==> src/rtl/fft_ctrl.sv <==
// rtl/fft_ctrl.sv - address sequencer for an in-place radix-2 DIT FFT
// Loads bit-reversed, issues every butterfly per stage, drains, then unloads in natural order.
module fft_ctrl #(
  parameter int FFT_POINTS   = 1024,
  parameter int LOG2_POINTS  = 10,
  parameter int BFLY_LATENCY = 4
) (
  input  logic                           clk,
  input  logic                           rst,
  input  logic                           start,
  output logic                           busy,
  output logic                           done,
  input  logic                           in_valid,
  output logic                           in_ready,
  output logic                           wr_en,
  output logic [LOG2_POINTS-1:0]         wr_addr,
  output logic                           bf_valid,
  output logic [LOG2_POINTS-1:0]         bf_addr_a,
  output logic [LOG2_POINTS-1:0]         bf_addr_b,
  output logic [LOG2_POINTS-2:0]         bf_tw_addr,
  output logic [$clog2(LOG2_POINTS)-1:0] stage,
  output logic                           rd_en,
  output logic [LOG2_POINTS-1:0]         rd_addr,
  output logic                           out_valid
);

  localparam int L  = LOG2_POINTS;
  localparam int SW = $clog2(LOG2_POINTS);
  localparam int DW = $clog2(BFLY_LATENCY + 1);

  localparam logic [L-1:0]  LAST_K = L'(FFT_POINTS - 1);
  localparam logic [L-1:0]  LAST_B = L'(FFT_POINTS / 2 - 1);
  localparam logic [SW-1:0] LAST_S = SW'(LOG2_POINTS - 1);
  localparam logic [DW-1:0] LAST_D = DW'(BFLY_LATENCY - 1);

  typedef enum logic [2:0] {
    S_IDLE,
    S_LOAD,
    S_COMPUTE,
    S_DRAIN,
    S_UNLOAD,
    S_FINISH
  } state_t;

  state_t        state_q, state_d;
  logic [L-1:0]  idx_q, idx_d;
  logic [SW-1:0] s_q, s_d;
  logic [DW-1:0] drain_q, drain_d;
  logic          out_valid_q, out_valid_d;
  logic          done_q, done_d;

  always_ff @(posedge clk) begin
    if (rst) begin
      state_q     <= S_IDLE;
      idx_q       <= '0;
      s_q         <= '0;
      drain_q     <= '0;
      out_valid_q <= 1'b0;
      done_q      <= 1'b0;
    end else begin
      state_q     <= state_d;
      idx_q       <= idx_d;
      s_q         <= s_d;
      drain_q     <= drain_d;
      out_valid_q <= out_valid_d;
      done_q      <= done_d;
    end
  end

  // idx_q is shared: load count k, butterfly index b, and unload address.
  always_comb begin
    state_d     = state_q;
    idx_d       = idx_q;
    s_d         = s_q;
    drain_d     = drain_q;
    out_valid_d = (state_q == S_UNLOAD);
    done_d      = (state_q == S_FINISH);
    case (state_q)
      S_IDLE: begin
        if (start) begin
          state_d = S_LOAD;
          idx_d   = '0;
          s_d     = '0;
          drain_d = '0;
        end
      end
      S_LOAD: begin
        if (in_valid) begin
          if (idx_q == LAST_K) begin
            state_d = S_COMPUTE;
            idx_d   = '0;
            s_d     = '0;
          end else begin
            idx_d = idx_q + L'(1);
          end
        end
      end
      S_COMPUTE: begin
        if (idx_q == LAST_B) begin
          state_d = S_DRAIN;
          idx_d   = '0;
          drain_d = '0;
        end else begin
          idx_d = idx_q + L'(1);
        end
      end
      S_DRAIN: begin
        if (drain_q == LAST_D) begin
          drain_d = '0;
          idx_d   = '0;
          if (s_q == LAST_S) begin
            state_d = S_UNLOAD;
            s_d     = '0;
          end else begin
            state_d = S_COMPUTE;
            s_d     = s_q + SW'(1);
          end
        end else begin
          drain_d = drain_q + DW'(1);
        end
      end
      S_UNLOAD: begin
        if (idx_q == LAST_K) begin
          state_d = S_FINISH;
          idx_d   = '0;
        end else begin
          idx_d = idx_q + L'(1);
        end
      end
      S_FINISH: begin
        state_d = S_IDLE;
      end
      default: begin
        state_d = S_IDLE;
      end
    endcase
  end

  logic [L-2:0]  b_lo, pos, grp, span_mask, tw;
  logic [L-1:0]  span, addr_a, addr_b, rev_k;
  logic [SW-1:0] tw_shift;

  // b < N/2 always fits in L-1 bits; group base is grp * 2 * span.
  always_comb begin
    b_lo      = idx_q[L-2:0];
    span_mask = ~({(L-1){1'b1}} << s_q);
    pos       = b_lo & span_mask;
    grp       = b_lo >> s_q;
    span      = {{(L-1){1'b0}}, 1'b1} << s_q;
    addr_a    = ({grp, 1'b0} << s_q) | {1'b0, pos};
    addr_b    = addr_a + span;
    tw_shift  = LAST_S - s_q;
    tw        = pos << tw_shift;
    rev_k     = '0;
    for (int j = 0; j < L; j++) begin
      rev_k[j] = idx_q[L-1-j];
    end
  end

  assign busy       = (state_q != S_IDLE);
  assign in_ready   = (state_q == S_LOAD);
  assign wr_en      = in_valid & in_ready;
  assign wr_addr    = in_ready ? rev_k : '0;
  assign bf_valid   = (state_q == S_COMPUTE);
  assign bf_addr_a  = bf_valid ? addr_a : '0;
  assign bf_addr_b  = bf_valid ? addr_b : '0;
  assign bf_tw_addr = bf_valid ? tw : '0;
  assign stage      = (state_q == S_COMPUTE || state_q == S_DRAIN) ? s_q : '0;
  assign rd_en      = (state_q == S_UNLOAD);
  assign rd_addr    = rd_en ? idx_q : '0;
  assign out_valid  = out_valid_q;
  assign done       = done_q;

endmodule

==> config.mk <==
export PLATFORM = sky130hd
export DESIGN_NAME = fft_ctrl
export DESIGN_NICKNAME = d
export VERILOG_FILES = /design/src/rtl/fft_ctrl.sv
export SDC_FILE = /design/constraint.sdc
export NUM_CORES = 1
export LEC_CHECK = 0
export BUFFER_PORTS_ARGS = -buffer_cell sky130_fd_sc_hd__buf_2
export CELL_PAD_IN_SITES_DETAIL_PLACEMENT = 0
export CELL_PAD_IN_SITES_GLOBAL_PLACEMENT = 2
export CORE_MARGIN = 2
export CORE_UTILIZATION = 34
export CTS_BUF_LIST = sky130_fd_sc_hd__clkbuf_4
export CTS_CLUSTER_SIZE = 28
export DETAILED_ROUTE_END_ITERATION = 12
export PLACE_DENSITY_LB_ADDON = 0.1
export SLEW_MARGIN = 25
export SYNTH_ARGS = -nofsm -noshare
export SYNTH_HDL_FRONTEND = slang
export SYNTH_SLANG_ARGS = --single-unit
==> constraint.sdc <==
create_clock -name clk -period 10.9 [get_ports clk]
set_input_delay 1.635 -clock clk [delete_from_list [all_inputs] [get_ports clk]]
set_output_delay 1.635 -clock clk [all_outputs]
set_load 0.02 [all_outputs]
**Word level (Yosys, flattened, before mapping)**

Index checks and enable logic that the tools add are counted.

- Register bits after elaboration: 22
- Input port bits: 4
- Word-level logic and storage cells: 75

- Reduce and logical (&&, ||, !) cells: 10
- Mux-type cells: 30
- Bitwise operators: 4
- Shifts and indexed selects: 5
- Add/sub/neg operators: 5
- Equal/unequal tests: 15

Operators by type and width:

| operator | count |
|---|---|
| $mux W10 | 9 |
| $pmux W10 S5 | 1 |
| $mux W3 | 10 |
| $mux W4 | 6 |
| $pmux W3 S5 | 1 |
| $pmux W4 S3 | 1 |
| $add A10 B1 Y10 const B | 1 |
| $add A10 B10 Y10 | 1 |
| $eq A10 B10 Y1 const B | 1 |
| $eq A10 B9 Y1 const B | 1 |
| $or A10 B9 Y10 | 1 |
| $shl A1 B4 Y10 const A | 1 |
| $shl A10 B4 Y10 | 1 |
| $and A9 B9 Y9 | 1 |
| $eq A3 B2 Y1 const B | 3 |
| $mux W9 | 1 |
| $not A9 Y9 | 1 |
| $pmux W3 S3 | 1 |
| $reduce_bool A3 Y1 | 3 |
| $shl A9 B4 Y9 | 1 |
| $shl A9 B4 Y9 const A | 1 |
| $shr A9 B4 Y9 | 1 |
| $eq A3 B3 Y1 const B | 2 |
| $ne A2 B1 Y1 const B | 3 |
| 14 further kinds | 16 |

**Logic depth before layout (Yosys ltp)**

- Word-level depth: 6
- Mapped depth: 13
- Mapped depth without buffers: 12

**Worst setup path before layout**

OpenSTA, ideal clock, no wires.

- Path type: reg-to-output
- From: reg s_q[1]
- To: out bf_addr_b[8]
- Buffers on the path: 2
- Path slack: 6.121 ns
- Data arrival time: 3.144 ns
- Stages on the path, launching flop included: 14
- Cell sequence: dfxtp_1 buf_2 inv_1 buf_1 ha_1 ha_1 nor2b_1 a31o_2 fa_1 a21o_1 a21o_1 a21oi_1 a21oi_1 mux2i_1

- Longest elaborated chain between the ends: 6
- Elaborated cells between the ends (all ways): 9
- Classes of those cells: add/sub: 1; shift: 4; mux: 1; bitwise: 3

RTL lines:

| item | line | text |
|---|---|---|
| start, declared | 47 | `logic [SW-1:0] s_q, s_d;` |
| start signal, assigned | 56 | `s_q <= '0;` |
| start signal, assigned | 63 | `s_q <= s_d;` |
| branches (longest 4 deep; another with $shl A10 B4 Y10) | - |  |
| $add A10 B10 Y10 (*) | 151 | `addr_b = addr_a + span;` |
| $mux W10 (*) | 166 | `assign bf_addr_b = bf_valid ? addr_b : '0;` |
| end, declared | 19 | `output logic [LOG2_POINTS-1:0] bf_addr_b,` |

Mark *: on every way between the ends.

**Final worst setup path**

- From: reg s_q[1]
- To: out bf_addr_b[6]

Same word-level chain as after synthesis.

==> results_dict.tcl <==
set metrics [dict create \
    drc 0 \
    outcome "finished, final reports clean" \
    grt_pass1_wl_mm 15.1 \
    skew_ps 12.3 \
    drt_iter0_drc 120 \
    async_flop_share 0 \
    ys_seq_area_frac 0.155 \
    setup_viol 0 \
    post_cts_resized 0 \
    hold_viol 0 \
    yosysTopAreaCell "dfxtp_1" \
    cts_tree "done" \
    yosysTopAreaCellShare 0.155 \
    die_area_um2 9120 \
    clock_sinks 22 \
    ys_warn_count 0 \
    syn2layout_area_growth_pct 13.3 \
    wl_met2_mm 4.48 \
    die_h_um 95.5 \
    drt-met1-wl_mm 4.32 \
    fin_nets 454 \
    multiInputGateArea_um2 2220 \
    synth_common_cells "nor2_1, a21oi_1, and2_1, nand2_1, o21ai_0" \
    vdd_drop_max_uv 87.1 \
    relSlewSlack 0.470 \
    layout_worst_path_cycle_share 0.520 \
    crit_required_ps 9270 \
    arrival_ps 4030 \
    switching_share 0.464 \
    ctsRootBufferMaster "clkbuf_4" \
    grt_setup_unrepaired "false" \
    antenna_left 0 \
    yosysMostFrequentCell "nor2_1" \
    wl_met3_um 347 \
    drive_gt1_frac 0.207 \
    grt_max_degree 31 \
    reg2reg_from "s_q[2]$_SDFFE_PP0P_" \
    max_freq_mhz 176 \
    p_leak_nw 1.47 \
    h-tree-depth 1 \
    top_layer "met4" \
    firstDrtPassIters 5 \
    netlist_area_um2 2850 \
    grt_pass1_vias 2891 \
    pwr-share-clk 0.194 \
    grt_overflow 0 \
    synth_top_flop_cell "dfxtp_1" \
    synth_edf_count 0 \
    synthDistinctLibCells 66 \
    wl_per_cell_um 17.4 \
    core_um2 8180 \
    diodes 0 \
    grt_usage 0.208 \
    synth_area_leaders "dfxtp_1, ha_1, and2_1, a21oi_1, o21ai_0" \
    grt_antenna_before_repair 0 \
    synthesis.nets 415 \
    p_sw_w 0.000152 \
    numPortBuffers 63 \
    worstSetupPathType "flip-flop to primary output" \
    powerDensity_nw_per_um2 102 \
    min_period_ps 5670 \
    hp-start "drain_q[2]$_SDFFE_PP0P_" \
    cts_buffers 3 \
    placementRows 33 \
    endpoint_kind "primary output" \
    seqPwrFrac 0.316 \
    synth_seq_cells 22 \
    place_hpwl_mm 6.73 \
    final_util 0.394 \
    n_fill_cell 902 \
    die_x_um 95.5 \
    syn_avg_cell_area_um2 7.33 \
    cap_violations 0 \
    cts_setup_buffers 0 \
    cts.reportedPaths.clkPinSlew_ps 140 \
    report.final.slew_viol_count 0 \
    p_int_w 0.000175 \
    vias 2914 \
    fin_setup_tns_ps 0 \
    regArea_um2 440 \
    fin_ws_ps 5230 \
    combPwrFrac 0.490 \
    synth_cells 388 \
    cp_max_fo 17 \
    wirelength_mm 9.23 \
    clockBufferDepth 2 \
    tightestPinTransition_ps 794 \
    critPathLaunchType "flip-flop" \
    start_util 0.348 \
    io_pins 64 \
    place_ws_ps 5640 \
    setup.worst_path.start "s_q[1]$_SDFFE_PP0P_" \
    holdBufCountCts 0 \
    clk_latency_ps 310 \
    hold_class "flip-flop to flip-flop" \
    globalplace.congestion 0.848 \
    vias_per_cell 5.49 \
]
-- worst max-delay path, stage by stage (launching register included) --
cell and delay (ps):
dfxtp_1 790, mux4_2 610, a22oi_2 250, nor4_1 60, or3_1 370, ha_1 360
a21o_1 130, a21o_1 150, a21oi_1 110, or4b_2 620, nand3_1 90, buf_2 160
-- path summary, 6_finish.rpt --
check                           cells after the start                 endpoint  slack [ps]
worst max-delay path                               11             bf_addr_b[6]        5230
worst min-delay path                                2  drain_q[2]$_SDFFE_PP0P_         460
worst max register to register                      7      s_q[2]$_SDFFE_PP0P_        8340
worst min register to register                      2  drain_q[2]$_SDFFE_PP0P_         460
-- state kept, by name, summed over array words and instances (netlist names) --
| signal | count |
|---|---|
| done | 1 |
| drain_q | 3 |
| idx_q | 10 |
| out_valid | 1 |
| s_q | 4 |
| state_q | 3 |
-- routing by layer --
layer,GRT usage,vias to the layer above
met4,0.0440,0
met2,0.363,60
met3,0.0158,6
met5,0,-
met1,0.280,1364
li1,-,1484
-- through the flow --
stage	hold WS, ps	power, W	instance area (um2)	instances
floorplan	421	0.000224	2850	388
global placement	434	0.000266	3170	527
detailed placement	443	0.000265	3170	527
CTS	463	0.000330	3220	531
global route	490	0.000354	3220	531
finish	460	0.000327	3220	531
-- cells in the final DEF, fill, tap and decap left out, types with 6 or more instances in the layout --
cell type	synthesis	routed
a211oi_1	10	10
a21oi_1	29	29
and2_1	28	28
and3_1	18	18
buf_2	7	63
dfxtp_1	22	22
ha_1	22	22
inv_1	9	9
mux2i_1	9	9
nand2_1	28	28
nand2b_1	6	6
nand3_1	12	12
nor2_1	30	30
nor2b_1	7	7
nor3_1	7	7
nor3b_1	6	6
o21ai_0	23	23
-- area by class of cell --
type                       instances  area share
tap                              105      0.0408
clock buffer                       3     0.00699
inverter                          12      0.0155
multi-input combinational        323       0.688
sequential                        22       0.137
timing repair buffer              65       0.102
clock inverter                     1     0.00932
-- power groups by stage --
stage / combinational [W] / sequential (W) / clock, W
2_1_floorplan: 0.000133 / 0.0000910 / 0
4_1_cts: 0.000161 / 0.000103 / 0.0000657
3_5_place_dp: 0.000160 / 0.000105 / 0
5_1_grt: 0.000178 / 0.000105 / 0.0000711
6_report: 0.000160 / 0.000103 / 0.0000635
3_3_place_gp: 0.000162 / 0.000104 / 0
-- logic make-up after synthesis --
| family | Yosys count | synth area share |
|---|---|---|
| adder cells (fa/ha/maj) | 23 | 0.104 |
| AND/OR/NAND/NOR | 169 | 0.329 |
| buffers and inverters | 43 | 0.0655 |
| other | 1 | 0.00132 |
| AO/OA/AOI/OAI | 107 | 0.257 |
| flip-flops | 22 | 0.155 |
| multiplexers | 15 | 0.0633 |
| XOR/XNOR | 8 | 0.0246 |
Power figures use the tool's default switching activity.
